===== config.mk =====
export PLATFORM = sky130hd
export DESIGN_NAME = core_sequencer_flat
export DESIGN_NICKNAME = d
export VERILOG_FILES = /design/src/rtl/core_sequencer_if.sv /design/src/rtl/core_sequencer.sv /design/src/flat_wrapper.sv
export SDC_FILE = /design/constraint.sdc
export NUM_CORES = 1
export LEC_CHECK = 0
export ABC_AREA = 1
export BUFFER_PORTS_ARGS = -buffer_cell sky130_fd_sc_hd__buf_2
export CAP_MARGIN = 20
export CORE_MARGIN = 10
export CORE_UTILIZATION = 56
export DETAILED_ROUTE_END_ITERATION = 16
export PLACE_DENSITY = 0.81
export SYNTH_ARGS = -nofsm -noshare
export SYNTH_HDL_FRONTEND = slang
export SYNTH_SLANG_ARGS = --single-unit

===== constraint.sdc =====
create_clock -name clk -period 1.7 [get_ports clk]
set_input_delay 0 -clock clk [delete_from_list [all_inputs] [get_ports clk]]
set_output_delay 0 -clock clk [all_outputs]
set_load 0.02 [all_outputs]

===== src/rtl/core_sequencer_if.sv =====
// Control bus between the multi-cycle sequencer and the RV32 datapath/memories.
interface core_sequencer_if #(
    parameter int unsigned CNT_W = 32
);
    // Datapath / memory to sequencer
    logic             run;
    logic             imem_ack;
    logic             dmem_ack;
    logic             is_load;
    logic             is_store;
    logic             reg_write;
    logic             ecall_break;
    // Sequencer to datapath / memory
    logic             imem_req;
    logic             ir_we;
    logic             dmem_req;
    logic             dmem_we;
    logic             rf_we;
    logic             pc_we;
    logic             halted;
    logic             bus_err;
    logic [2:0]       state;
    logic [CNT_W-1:0] cycles;
    logic [CNT_W-1:0] instret;

    // Sequencer side
    modport master (
        input  run, imem_ack, dmem_ack, is_load, is_store, reg_write, ecall_break,
        output imem_req, ir_we, dmem_req, dmem_we, rf_we, pc_we, halted, bus_err,
               state, cycles, instret
    );

    // Datapath side
    modport slave (
        output run, imem_ack, dmem_ack, is_load, is_store, reg_write, ecall_break,
        input  imem_req, ir_we, dmem_req, dmem_we, rf_we, pc_we, halted, bus_err,
               state, cycles, instret
    );
endinterface


===== src/rtl/core_sequencer.sv =====
// Multi-cycle RV32 control FSM: FETCH/DECODE/MEM/WB sequencing with memory
// req/ack handshakes, halt on ecall/ebreak, timeout trap, and debug counters.
// Strobes are decoded from the registered state plus the current inputs so
// that ir_we can fire in the same cycle as imem_ack.
module core_sequencer #(
    parameter int unsigned CNT_W   = 32,
    parameter int unsigned TMO_W   = 8,
    parameter int unsigned TIMEOUT = 255
) (
    input  logic              clk,
    input  logic              reset_l,
    core_sequencer_if.master  bus
);

    typedef enum logic [2:0] {
        ST_IDLE   = 3'd0,
        ST_FETCH  = 3'd1,
        ST_DECODE = 3'd2,
        ST_MEM    = 3'd3,
        ST_WB     = 3'd4,
        ST_HALT   = 3'd5,
        ST_ERR    = 3'd6
    } state_e;

    state_e             state_q, state_d;
    logic [TMO_W-1:0]   wait_q, wait_d;
    logic [CNT_W-1:0]   cycles_q;
    logic [CNT_W-1:0]   instret_q;

    logic               imem_req_c;
    logic               ir_we_c;
    logic               dmem_req_c;
    logic               dmem_we_c;
    logic               rf_we_c;
    logic               pc_we_c;
    logic               tmo_hit_c;
    logic               active_c;

    // Wait counter reached the limit; a zero limit never trips.
    assign tmo_hit_c = (TIMEOUT != 0) && (wait_q == TMO_W'(TIMEOUT));

    // Counted cycles are those spent executing an instruction.
    assign active_c = (state_q == ST_FETCH) || (state_q == ST_DECODE) ||
                      (state_q == ST_MEM)   || (state_q == ST_WB);

    // Next-state, wait-counter and strobe decode.
    always_comb begin
        state_d    = state_q;
        wait_d     = wait_q;
        imem_req_c = 1'b0;
        ir_we_c    = 1'b0;
        dmem_req_c = 1'b0;
        dmem_we_c  = 1'b0;
        rf_we_c    = 1'b0;
        pc_we_c    = 1'b0;
        unique case (state_q)
            ST_IDLE: begin
                if (bus.run) begin
                    state_d = ST_FETCH;
                    wait_d  = '0;
                end
            end
            ST_FETCH: begin
                imem_req_c = 1'b1;
                if (bus.imem_ack) begin
                    ir_we_c = 1'b1;
                    state_d = ST_DECODE;
                end else if (tmo_hit_c) begin
                    state_d = ST_ERR;
                end else begin
                    wait_d = wait_q + TMO_W'(1);
                end
            end
            ST_DECODE: begin
                if (bus.ecall_break) begin
                    state_d = ST_HALT;
                end else if (bus.is_load && bus.is_store) begin
                    state_d = ST_ERR;
                end else if (bus.is_load || bus.is_store) begin
                    state_d = ST_MEM;
                    wait_d  = '0;
                end else begin
                    state_d = ST_WB;
                end
            end
            ST_MEM: begin
                dmem_req_c = 1'b1;
                dmem_we_c  = bus.is_store;
                if (bus.dmem_ack) begin
                    state_d = ST_WB;
                end else if (tmo_hit_c) begin
                    state_d = ST_ERR;
                end else begin
                    wait_d = wait_q + TMO_W'(1);
                end
            end
            ST_WB: begin
                pc_we_c = 1'b1;
                rf_we_c = bus.reg_write && !bus.is_store;
                if (bus.run) begin
                    state_d = ST_FETCH;
                    wait_d  = '0;
                end else begin
                    state_d = ST_IDLE;
                end
            end
            ST_HALT: state_d = ST_HALT;
            ST_ERR:  state_d = ST_ERR;
            default: state_d = ST_IDLE;
        endcase
    end

    // State, wait counter and debug counters.
    always_ff @(posedge clk) begin
        if (!reset_l) begin
            state_q   <= ST_IDLE;
            wait_q    <= '0;
            cycles_q  <= '0;
            instret_q <= '0;
        end else begin
            state_q <= state_d;
            wait_q  <= wait_d;
            if (active_c) begin
                cycles_q <= cycles_q + CNT_W'(1);
            end
            if (state_q == ST_WB) begin
                instret_q <= instret_q + CNT_W'(1);
            end
        end
    end

    assign bus.imem_req = imem_req_c;
    assign bus.ir_we    = ir_we_c;
    assign bus.dmem_req = dmem_req_c;
    assign bus.dmem_we  = dmem_we_c;
    assign bus.rf_we    = rf_we_c;
    assign bus.pc_we    = pc_we_c;
    assign bus.halted   = (state_q == ST_HALT);
    assign bus.bus_err  = (state_q == ST_ERR);
    assign bus.state    = state_q;
    assign bus.cycles   = cycles_q;
    assign bus.instret  = instret_q;

endmodule


===== src/flat_wrapper.sv =====
// flat-port wrapper written by rule: the top's interface ports become plain ports
module core_sequencer_flat 
#(
    parameter int unsigned CNT_W   = 32,
    parameter int unsigned TMO_W   = 8,
    parameter int unsigned TIMEOUT = 255
)
  (clk, reset_l, bus_run, bus_imem_ack, bus_dmem_ack, bus_is_load, bus_is_store, bus_reg_write, bus_ecall_break, bus_imem_req, bus_ir_we, bus_dmem_req, bus_dmem_we, bus_rf_we, bus_pc_we, bus_halted, bus_bus_err, bus_state, bus_cycles, bus_instret);
  core_sequencer_if #(.CNT_W(CNT_W)) bus_i ();
  input  logic clk;
  input  logic reset_l;
  input wire logic [$bits(bus_i.run)-1:0] bus_run;
  input wire logic [$bits(bus_i.imem_ack)-1:0] bus_imem_ack;
  input wire logic [$bits(bus_i.dmem_ack)-1:0] bus_dmem_ack;
  input wire logic [$bits(bus_i.is_load)-1:0] bus_is_load;
  input wire logic [$bits(bus_i.is_store)-1:0] bus_is_store;
  input wire logic [$bits(bus_i.reg_write)-1:0] bus_reg_write;
  input wire logic [$bits(bus_i.ecall_break)-1:0] bus_ecall_break;
  output wire logic [$bits(bus_i.imem_req)-1:0] bus_imem_req;
  output wire logic [$bits(bus_i.ir_we)-1:0] bus_ir_we;
  output wire logic [$bits(bus_i.dmem_req)-1:0] bus_dmem_req;
  output wire logic [$bits(bus_i.dmem_we)-1:0] bus_dmem_we;
  output wire logic [$bits(bus_i.rf_we)-1:0] bus_rf_we;
  output wire logic [$bits(bus_i.pc_we)-1:0] bus_pc_we;
  output wire logic [$bits(bus_i.halted)-1:0] bus_halted;
  output wire logic [$bits(bus_i.bus_err)-1:0] bus_bus_err;
  output wire logic [$bits(bus_i.state)-1:0] bus_state;
  output wire logic [$bits(bus_i.cycles)-1:0] bus_cycles;
  output wire logic [$bits(bus_i.instret)-1:0] bus_instret;
  assign bus_i.run = bus_run;
  assign bus_i.imem_ack = bus_imem_ack;
  assign bus_i.dmem_ack = bus_dmem_ack;
  assign bus_i.is_load = bus_is_load;
  assign bus_i.is_store = bus_is_store;
  assign bus_i.reg_write = bus_reg_write;
  assign bus_i.ecall_break = bus_ecall_break;
  assign bus_imem_req = bus_i.imem_req;
  assign bus_ir_we = bus_i.ir_we;
  assign bus_dmem_req = bus_i.dmem_req;
  assign bus_dmem_we = bus_i.dmem_we;
  assign bus_rf_we = bus_i.rf_we;
  assign bus_pc_we = bus_i.pc_we;
  assign bus_halted = bus_i.halted;
  assign bus_bus_err = bus_i.bus_err;
  assign bus_state = bus_i.state;
  assign bus_cycles = bus_i.cycles;
  assign bus_instret = bus_i.instret;
  core_sequencer #(.CNT_W(CNT_W), .TMO_W(TMO_W), .TIMEOUT(TIMEOUT)) u_core (.clk(clk), .reset_l(reset_l), .bus(bus_i));
endmodule

==> run summary <==
• 238 — Initial DRC Count
• built — TritonCTS clock tree
• 9.36 mm — estimated wirelength of the detail-placed design
• 0 — Post-synth EDFFs
• 31 — count of unique library cells instantiated by Yosys
• 0 — max-cap violations
• 4 — cell depth of the worst min-delay path
• 4 — router iterations before antenna repair
• 2 — maximum buffer depth of the clock tree
• 12.4 mm — final routed wirelength across all metal layers
• u_core.bus.state[1]$_SDFFE_PN0P_ — Min-Delay Endpoint
• 93.0% — ratio of final minimum period to clock period
• 4320 µm² — Synth Cell Area
• 712 — syn_nets
• reg -> reg — start-to-end type of the worst setup path
• 71.6% — final cell utilization of the core
• 698 — cell count after synthesis
• 0.954 — global placer's final weighted congestion
• 0 — DRC viols
• 633 MHz — Achievable Freq
• 816 — final net count
• 0.00559 ns — Clock Skew
• 84 — count of boundary I/O pins
• u_core.bus.instret[21]$_SDFFE_PN0P_ — endpoint of the lowest-slack register-to-register path
• 108 µm — Die W
• 0 — Post-DRT Antenna Nets
• complete, no violations — result of the run
• 0 — Hold Fails Final Rpt
• 34.8% — sequential share of the synthesized area
• 75 — number of clock sinks
• 0 — total count of max-transition violations in the final report
• 75 — FF+latch count, synth
• 502 µV — largest voltage drop on the vdd net
• flop — type of destination of the critical path
• 69.7% — Max-Slew Margin vs Limit
• sky130_fd_sc_hd__clkbuf_8 — Root Buffer Master
• 13.7 µm — detailed-route wire length per cell
• flop — type of origin of the critical path
• 694 nW/µm² — pwr dens
• 1.58 ns — minimum clock period
• 43 — largest net degree at the start of global routing
• in -> reg — worst min-delay path category
• 0 — Finish-stage setup viols
• 21.2% — total global-route track usage
• 4533 — number of global-route vias before repair
• 0.12 ns — R2R Setup Slk
• 0 — remaining global-route overflow
• 4783 — via total after detailed routing
• 1.94 ns — Worst EP required
• 2.43 nW — leakage power total
• 9 — Inserted Clock Buffers
• 58.6% — initial standard-cell utilization of the core
• 7370 µm² — Core Footprint
• bus_ecall_break — hold_sp
• 9 — depth of the worst register-to-register path
• 0 — Synth warnings
• 6.18 µm² — average size of a mapped cell
• 108 µm — Die Ht
• 0 — number of antenna violations at the first check in global routing
• 22.2% — post-synthesis to final-layout area growth
• 3.66 mW — overall power
• u_core.bus.instret[7]$_SDFFE_PN0P_ — startpoint of the worst-slack reg-to-reg timing path
• 20.6 mm — global-route wire length before repair
• 0 — Diodes inserted
• 0% — share of flip-flops with an asynchronous set or reset after synthesis
• 0.08 ns — clock-pin transition on the worst setup and hold timing paths
• 3 — CTS H-tree depth
• 6 — crit-path max FO
• 19.6% — share of layout cells above drive strength 1
• 11600 µm² — die area
• 0.34 ns — latest clock arrival within the worst-skew pair
• 31 — std cell rows
• 1.82 ns — Worst Path Arrival
• sky130_fd_sc_hd__dfxtp_1 — prevailing post-synth register cell
• 5.28 — drt via density
• 0.0480 ns — WHS
• 83 — IO buf count
• 0.455 ns — slew at the pin closest to its max-slew limit
==> cells in the final DEF (no fill, tap or decap), types with 2 or more instances in the layout <==
master | synthesis | routed
sky130_fd_sc_hd__nand2_1 | 187 | 187
sky130_fd_sc_hd__nor2_1 | 129 | 123
sky130_fd_sc_hd__inv_1 | 99 | 97
sky130_fd_sc_hd__buf_2 | 0 | 83
sky130_fd_sc_hd__dfxtp_1 | 75 | 67
sky130_fd_sc_hd__nand3_1 | 51 | 49
sky130_fd_sc_hd__a21oi_1 | 34 | 34
sky130_fd_sc_hd__o21ai_0 | 32 | 32
sky130_fd_sc_hd__nand4_1 | 17 | 17
sky130_fd_sc_hd__buf_4 | 1 | 16
sky130_fd_sc_hd__nor3_1 | 15 | 15
sky130_fd_sc_hd__nor2_4 | 6 | 9
sky130_fd_sc_hd__clkbuf_8 | 0 | 9
sky130_fd_sc_hd__nor2_2 | 4 | 7
sky130_fd_sc_hd__dfxtp_2 | 0 | 7
sky130_fd_sc_hd__xor2_1 | 6 | 6
sky130_fd_sc_hd__nand2_2 | 5 | 5
sky130_fd_sc_hd__o21bai_1 | 4 | 4
sky130_fd_sc_hd__ha_1 | 5 | 4
sky130_fd_sc_hd__inv_2 | 1 | 3
sky130_fd_sc_hd__a31oi_1 | 3 | 3
sky130_fd_sc_hd__nand2_4 | 2 | 2
sky130_fd_sc_hd__nand3_2 | 2 | 2
sky130_fd_sc_hd__nand3_4 | 0 | 2
sky130_fd_sc_hd__xnor2_1 | 2 | 2
sky130_fd_sc_hd__bufinv_16 | 0 | 2
sky130_fd_sc_hd__clkbuf_1 | 7 | 2
sky130_fd_sc_hd__clkinv_2 | 0 | 2
sky130_fd_sc_hd__dlygate4sd3_1 | 0 | 2
sky130_fd_sc_hd__buf_12 | 0 | 2
==> logic make-up (layout without fill, tap and decap cells) <==
logic type / after synthesis / count (layout) / share of synthesized area, %
simple gates: 423 / 423 / 42.6
fa+ha+maj: 5 / 5 / 1.45
compound gates: 76 / 76 / 9.28
xor+xnor: 8 / 8 / 1.62
buf+inv: 111 / 220 / 10.3
flops: 75 / 75 / 34.8
==> stage by stage <==
stage	cells	TNS [ns]	cell area [µm²]	worst slack [ns]
after global placement	884	0	4930	0.119
after global routing	906	-0.0320	5280	-0.0157
final	906	0	5280	0.120
after CTS	902	0	5150	0.0355
after floorplan	698	0	4320	0.0415
after detailed placement	884	0	4930	0.0554
==> registers in the layout (all words and copies together) (netlist names) <==
name and cells:
u_core.bus.instret 32, u_core.bus.cycles 32, u_core.wait_q 8, u_core.bus.state 3
==> cell type report <==
| type | count | area, µm² |
|---|---|---|
| well taps | 99 | 124 |
| inverters | 100 | 375 |
| multi-input cells | 512 | 2450 |
| fillers | 632 | 2090 |
| flip-flops and latches | 75 | 1510 |
| clock buffers | 11 | 131 |
| clock inverters | 5 | 77.6 |
| repair buffers | 104 | 607 |
==> worst max-delay path: stages, from the launching register on <==
cell	delay, ns
sky130_fd_sc_hd__dfxtp_1	0.41
sky130_fd_sc_hd__nand2_1	0.10
sky130_fd_sc_hd__nor2_1	0.24
sky130_fd_sc_hd__nand2_1	0.15
sky130_fd_sc_hd__nor2_4	0.18
sky130_fd_sc_hd__nand2_1	0.09
sky130_fd_sc_hd__nor2_1	0.14
sky130_fd_sc_hd__nand2_1	0.07
sky130_fd_sc_hd__nand2_1	0.06
sky130_fd_sc_hd__nor2_1	0.04
==> metal layers <==
metal	vias up	global-route usage, %	wire length, µm
li1	2419	-	-
met1	2185	25.3	5330
met2	160	35.9	5970
met3	19	5.33	893
met4	0	6.97	178
met5	-	0	0
==> repair_timing <==
| action | 4_1_cts | 5_1_grt |
|---|---|---|
| endpoints found under the setup margin | 0 | 36 |
| endpoints found under the hold margin | 1 | 0 |
| setup buffers | 0 | 4 |
| gates resized for setup | 0 | 28 |
| hold buffers | 2 | 0 |
==> where the power goes <==
part	internal, mW	switching (mW)
combinational	0.126	0.245
clock	0.823	0.667
sequential	1.77	0.0222
total	2.72	0.935
==> synth_stat cells (all sizes together), types with 2 or more instances <==
cell / number / area, µm²
xor2: 6 / 52.6
nand2: 194 / 756
nor3: 16 / 91.3
nand3: 53 / 275
xnor2: 2 / 17.5
o21ai: 32 / 160
buf: 4 / 41.3
inv: 100 / 375
dfxtp: 75 / 1500
a31oi: 3 / 18.8
o21bai: 4 / 30.0
a21oi: 34 / 170
nand4: 18 / 119
nor2: 139 / 577
clkbuf: 7 / 26.3
ha: 5 / 62.6
==> worst max-delay path by stage <==
stage	endpoint	slack, ns	start
CTS	u_core.wait_q[3]$_SDFFE_PN0P_	0.04	u_core.wait_q[0]$_SDFFE_PN0P_
finish	u_core.bus.instret[21]$_SDFFE_PN0P_	0.12	u_core.bus.instret[7]$_SDFFE_PN0P_
global placement	u_core.bus.cycles[12]$_SDFFE_PN0P_	0.12	u_core.bus.cycles[7]$_SDFFE_PN0P_
floorplan	u_core.bus.instret[21]$_SDFFE_PN0P_	0.04	u_core.bus.state[2]$_SDFFE_PN0P_
global route	u_core.bus.cycles[26]$_SDFFE_PN0P_	-0.02	u_core.bus.cycles[0]$_SDFFE_PN0P_
detailed placement	u_core.wait_q[3]$_SDFFE_PN0P_	0.06	u_core.wait_q[0]$_SDFFE_PN0P_
Power figures use the tool's default switching activity.
